[config.mk]
export PLATFORM = sky130hd
export DESIGN_NAME = seg_note_decoder
export DESIGN_NICKNAME = d
export VERILOG_FILES = /design/src/rtl/note_disp_pkg.sv /design/src/rtl/seg_note_decoder_lookup.sv /design/src/rtl/seg_note_decoder.sv
export SDC_FILE = /design/constraint.sdc
export NUM_CORES = 1
export LEC_CHECK = 0
export CORE_ASPECT_RATIO = 1.4
export CORE_MARGIN = 1
export CORE_UTILIZATION = 55
export DETAILED_ROUTE_END_ITERATION = 8
export PLACE_DENSITY = 0.85
export SYNTH_ARGS = -nofsm -noshare
export SYNTH_HDL_FRONTEND = slang
export SYNTH_SLANG_ARGS = --single-unit
[constraint.sdc]
create_clock -name clk -period 2.7 [get_ports clk]
set_input_delay 0.54 -clock clk [delete_from_list [all_inputs] [get_ports clk]]
set_output_delay 0.54 -clock clk [all_outputs]
set_load 0.02 [all_outputs]
[src/rtl/note_disp_pkg.sv]
// Shared glyph table and decoder types for the note display encoder/decoder pair.
// Index into SEG_TABLE is {TOM, NOTAS}; patterns are {a,b,c,d,e,f,g}, active-high.
package note_disp_pkg;

   localparam int NOTE_W = 3;

   localparam logic [6:0] SEG_BLANK = 7'b0000000;

   // Upper-case glyphs for TOM=0, lower-case/alternate glyphs for TOM=1.
   localparam logic [6:0] SEG_TABLE [16] = '{
      7'b1001110,  // 0  C
      7'b0111101,  // 1  d
      7'b1001111,  // 2  E
      7'b1000111,  // 3  F
      7'b1011110,  // 4  G
      7'b1110111,  // 5  A
      7'b0011111,  // 6  b
      7'b0000001,  // 7  -
      7'b0001101,  // 8  c
      7'b0111110,  // 9  U
      7'b0001110,  // 10 L
      7'b1100111,  // 11 P
      7'b0000101,  // 12 r
      7'b0010101,  // 13 n
      7'b0011101,  // 14 o
      7'b0001000   // 15 _
   };

   typedef enum logic [1:0] {
      IDLE   = 2'd0,
      SETTLE = 2'd1,
      LOCKED = 2'd2
   } state_t;

endpackage

[src/rtl/seg_note_decoder_lookup.sv]
// Combinational reverse lookup of a segment pattern into the glyph table.
// Lowest matching index wins.
module seg_lookup
   import note_disp_pkg::*;
(
   input  logic [6:0] seg,
   output logic       hit,
   output logic [3:0] idx
);

   always_comb begin
      hit = 1'b0;
      idx = 4'd0;
      for (int i = 15; i >= 0; i--) begin
         if (seg == SEG_TABLE[i]) begin
            hit = 1'b1;
            idx = 4'(i);
         end
      end
   end

endmodule

[src/rtl/seg_note_decoder.sv]
// Debounces a 7-segment pattern and recovers {TOM, NOTAS} as valid/ready note events.
// Optional macro SEG_NOTE_DEC_REPEAT_EN enables auto-repeat of a held note.
module seg_note_decoder
   import note_disp_pkg::*;
#(
   parameter int STABLE_CYCLES = 4,
   parameter int REPEAT_CYCLES = 64
) (
   input  logic              clk,
   input  logic              rst_n,
   input  logic [6:0]        SEG_IN,
   input  logic              NOTE_READY,
   output logic              NOTE_VALID,
   output logic              TOM_OUT,
   output logic [NOTE_W-1:0] NOTAS_OUT,
   output logic              ERR,
   output logic              OVR
);

   localparam int CNT_W = (STABLE_CYCLES > 2) ? $clog2(STABLE_CYCLES) : 1;
   localparam logic [CNT_W-1:0] CNT_MAX = CNT_W'(STABLE_CYCLES - 1);

   state_t     state;
   logic [6:0] smp_p0;
   logic [6:0] last_p0;
   logic [CNT_W-1:0] cnt_p0;

   logic       changed;
   logic       accept;
   logic       hit;
   logic [3:0] idx;
   logic       new_ev;
   logic       miss;
   logic       ev;

   seg_lookup u_lookup (
      .seg (smp_p0),
      .hit (hit),
      .idx (idx)
   );

   assign changed = (SEG_IN != smp_p0);
   assign accept  = (state == SETTLE) && !changed && (cnt_p0 == CNT_MAX);
   assign new_ev  = accept && (smp_p0 != SEG_BLANK) && (smp_p0 != last_p0) && hit;
   assign miss    = accept && (smp_p0 != SEG_BLANK) && (smp_p0 != last_p0) && !hit;

`ifdef SEG_NOTE_DEC_REPEAT_EN
   localparam int REP_W = (REPEAT_CYCLES > 2) ? $clog2(REPEAT_CYCLES) : 1;
   localparam logic [REP_W-1:0] REP_MAX = REP_W'(REPEAT_CYCLES - 1);

   logic [REP_W-1:0] rcnt_p0;
   logic             rep_fire;

   assign rep_fire = (state == LOCKED) && !changed && hit && (rcnt_p0 == REP_MAX);
   assign ev       = new_ev || rep_fire;

   // Phase is anchored to the accept edge because SETTLE holds the counter at zero.
   always_ff @(posedge clk) begin
      if (!rst_n || state != LOCKED || changed) begin
         rcnt_p0 <= '0;
      end else if (hit) begin
         rcnt_p0 <= rep_fire ? '0 : rcnt_p0 + REP_W'(1);
      end
   end
`else
   assign ev = new_ev;
`endif

   // Stage p0: sample, stability count, debounce FSM
   always_ff @(posedge clk) begin
      if (!rst_n) begin
         state   <= IDLE;
         smp_p0  <= SEG_BLANK;
         last_p0 <= SEG_BLANK;
         cnt_p0  <= '0;
      end else begin
         smp_p0 <= SEG_IN;
         if (changed)                cnt_p0 <= '0;
         else if (cnt_p0 != CNT_MAX) cnt_p0 <= cnt_p0 + CNT_W'(1);
         case (state)
            IDLE:    if (changed) state <= SETTLE;
            SETTLE:  if (accept) begin
                        state   <= LOCKED;
                        last_p0 <= smp_p0;
                     end
            LOCKED:  if (changed) state <= SETTLE;
            default: state <= IDLE;
         endcase
      end
   end

   // Stage p1: event holding register and status flags
   always_ff @(posedge clk) begin
      if (!rst_n) begin
         NOTE_VALID <= 1'b0;
         TOM_OUT    <= 1'b0;
         NOTAS_OUT  <= '0;
         ERR        <= 1'b0;
         OVR        <= 1'b0;
      end else begin
         ERR <= miss;
         if (ev) begin
            if (!NOTE_VALID || NOTE_READY) begin
               NOTE_VALID <= 1'b1;
               TOM_OUT    <= idx[3];
               NOTAS_OUT  <= idx[NOTE_W-1:0];
            end else begin
               OVR <= 1'b1;
            end
         end else if (NOTE_VALID && NOTE_READY) begin
            NOTE_VALID <= 1'b0;
         end
      end
   end

endmodule

==> impl_metrics.json <==
{
  "clock_skew_ns": 0.00741,
  "avgSynthCellArea_um2": 8.78,
  "start_util": 0.597,
  "critPathRequiredTime_ns": 2.92,
  "routabilityCongestion": 0.837,
  "leakagePower_uw": 0.000668,
  "antenna_found_initial": 0,
  "cts_resized": 0,
  "rsz0062_at_grt": "false",
  "hold_viol_final": 0,
  "drv_cap": 0,
  "syn_inst": 168,
  "synth_fa_ha_area_frac": 0.00848,
  "dieHeight_um": 63.3,
  "layout-drive-gt1-share": 0.0833,
  "worstSetupStartpointType": "input port",
  "cts_tree": "yes",
  "netlist_top_cells_area": "dfxtp_1 34%, mux2i_1 7.5%, xnor2_1 5.3%",
  "syn_area_um2": 1480,
  "worstPathMaxFanout": 4,
  "grt_util_met3": 0.0229,
  "grt_first_pass_wirelength_mm": 5.11,
  "yosys_register_bits": 25,
  "finalNonFillerCells": 214,
  "use_met1": 0.259,
  "synth_compound_area_frac": 0.108,
  "wl_per_cell_um": 13.8,
  "fmax_ghz": 0.422,
  "synth_top_family_by_area": "simple AND/OR/NAND/NOR gates",
  "cts_sinks": 25,
  "diodes": 0,
  "p_total_uw": 656,
  "clkTransAtPathRegs_ns": 0.14,
  "synth_warnings": 0,
  "ir_worst_vdd_mv": 0.323,
  "cts_buffer_depth": 2,
  "placed_cells": 210,
  "setup_violations": 0,
  "crit_arrival_ns": 2.59,
  "htree_levels": 1,
  "syn_to_final_growth_pct": 12.6,
  "netlist.area_leader.share": 0.339,
  "clk-insertion-delay-late_ns": 0.32,
  "grt_overflow": 0,
  "hold_ws_ns": 0.467,
  "ioPinCount": 17,
  "drt-pass1-iter-count": 4,
  "synth.yosys.seq_area_share": 0.339,
  "core_um2": 2470,
  "top_usage_layer": "met2",
  "tightestPinTransition_ns": 0.552,
  "grt_max_degree": 19,
  "synth_fp_nets": 179,
  "dr.first_iter.drc_count": 61,
  "tns_ns": 0,
  "yosys.area.top_type": "dfxtp_1",
  "slew_headroom": 0.629,
  "numCtsBuffers": 3,
  "fin_crit_ns": 2.37,
  "io_buffer_count": 16,
  "finalCritPeriodShare": 0.878,
  "slew_violations": 0,
  "cts-root-buf": "clkbuf_4",
  "postCtsSetupRepairBufs": 0,
  "synth_mux_area_frac": 0.0746,
  "drtAntennaViolNets": 0,
  "via_count": 1219,
  "drcViolationCount": 0,
  "via_per_inst": 5.70,
  "status": "finished, final reports clean",
  "nNetsFinal": 192,
  "synth-simple-area-share": 0.280,
  "yosys.area_share.xor_xnor": 0.111,
  "die_x_um": 45.8,
  "grt_use_met2": 0.418,
  "dieArea_um2": 2900,
  "row_count": 21,
  "hold_path.class": "flop to flop",
  "wl_mm": 2.95,
  "endpoint_kind": "flop",
  "synth_cell_types": 42,
  "grt_pass1_vias": 1206,
  "grt_usage": 0.231,
  "hold_buffers": 0,
  "power_density_nw_per_um2": 395,
  "dp_hpwl_mm": 2.20,
  "crit_type": "input port to flop"
}
[metal layers]
| metal | vias up | wire length [um] |
|---|---|---|
| met5 | - | 0 |
| met2 | 36 | 1660 |
| met3 | 4 | 89 |
| met1 | 578 | 1170 |
| li1 | 601 | - |
| met4 | 0 | 39 |
[per-stage QoR]
| step | util | cell area (um^2) | worst slack (ns) |
|---|---|---|---|
| 2_1_floorplan | - | 1480 | 0.515 |
| 3_3_place_gp | 0.661 | 1630 | 0.0295 |
| 3_5_place_dp | 0.661 | 1630 | -0.0215 |
| 4_1_cts | 0.672 | 1660 | 0.333 |
| 5_1_grt | 0.672 | 1660 | 0.175 |
| 6_report | 0.672 | 1660 | 0.330 |
[sequential cells by signal, indices dropped and copies added (netlist names)]
name        count
ERR             1
last_p0         7
OVR             1
smp_p0          7
TOM_OUT         1
NOTAS_OUT       3
NOTE_VALID      1
state           2
cnt_p0          2
[worst paths after layout]
path	startpoint	end	slack, ns	depth (start not counted)
hold / removal	TOM_OUT	TOM_OUT	0.47	2
hold reg to reg	TOM_OUT	TOM_OUT	0.47	2
setup / recovery	SEG_IN[3]	NOTAS_OUT[0]	0.33	7
setup reg to reg	smp_p0[6]	NOTAS_OUT[0]	0.40	6
[placed cells by master, fill, tap and decap left out, types with 2 or more instances in the layout]
master           count
and3_1               2
o32ai_1              2
a21oi_1              4
nor2_1               6
xor2_1               6
clkbuf_4             3
clkdlybuf4s50_1     16
nand3_1              4
nor2b_1             10
and2_1               8
xnor2_1              9
buf_4                8
nand2b_1             3
dfxtp_1             25
nor4_1               4
inv_1                3
a21o_1               2
nand3b_1             3
a211oi_1             3
nor3_1               3
mux2i_1             11
xnor2_2              2
o21ai_0              4
nand2_1             17
nand4_1              4
[Yosys cell counts (all sizes together)]
master,count
or3b,1
nor3b,1
a21o,2
o32ai,2
nor4b,1
nand3b,3
o22ai,1
or4b,1
nand2b,3
nand4b,1
a22oi,1
inv,3
a211oi,4
o31ai,1
buf,7
ha,1
dfxtp,25
nor3,3
nand3,4
xnor2,11
o21a,1
nand2,17
and3,2
and4,1
nand4,4
mux2i,11
or2,1
and2,8
a21oi,4
nor4,4
clkbuf,9
xor2,6
a31oi,1
or3,1
o21ai,4
nor2,6
nor4bb,1
nor2b,10
a22o,1
[critical path: stages]
cell and delay (ns):
clkdlybuf4s50_1 0.52, xnor2_2 0.12, nand3_1 0.11, or3_1 0.43, a211oi_4 0.24, or3b_1 0.48, mux2i_1 0.16
[cell type report]
cell class / instances / area [um^2]
multi-input combinational: 124 / 858
fill: 214 / 810
sequential: 25 / 500
timing repair buffer: 24 / 220
tap: 34 / 42.5
clock buffer: 3 / 22.5
inverter: 3 / 11.3
clock inverter: 1 / 5.00
[where the power goes]
group	switching, uW	internal, uW	leakage (uW)	total (uW)
clock network	112	55.5	0.0000177	168
logic	52.1	50.4	0.000446	102
registers	10.1	376	0.000204	386
total	174	481	0.000668	656
[logic make-up after synthesis]
kind of cell,after synthesis
AOI/OAI and AO/OA,22
muxes,11
xor gates and xnor gates,17
adders and majority gates,1
DFF,25
buffers and inverters,19
and+or+nand+nor,73
No activity file was read; power rests on OpenSTA's default activity.
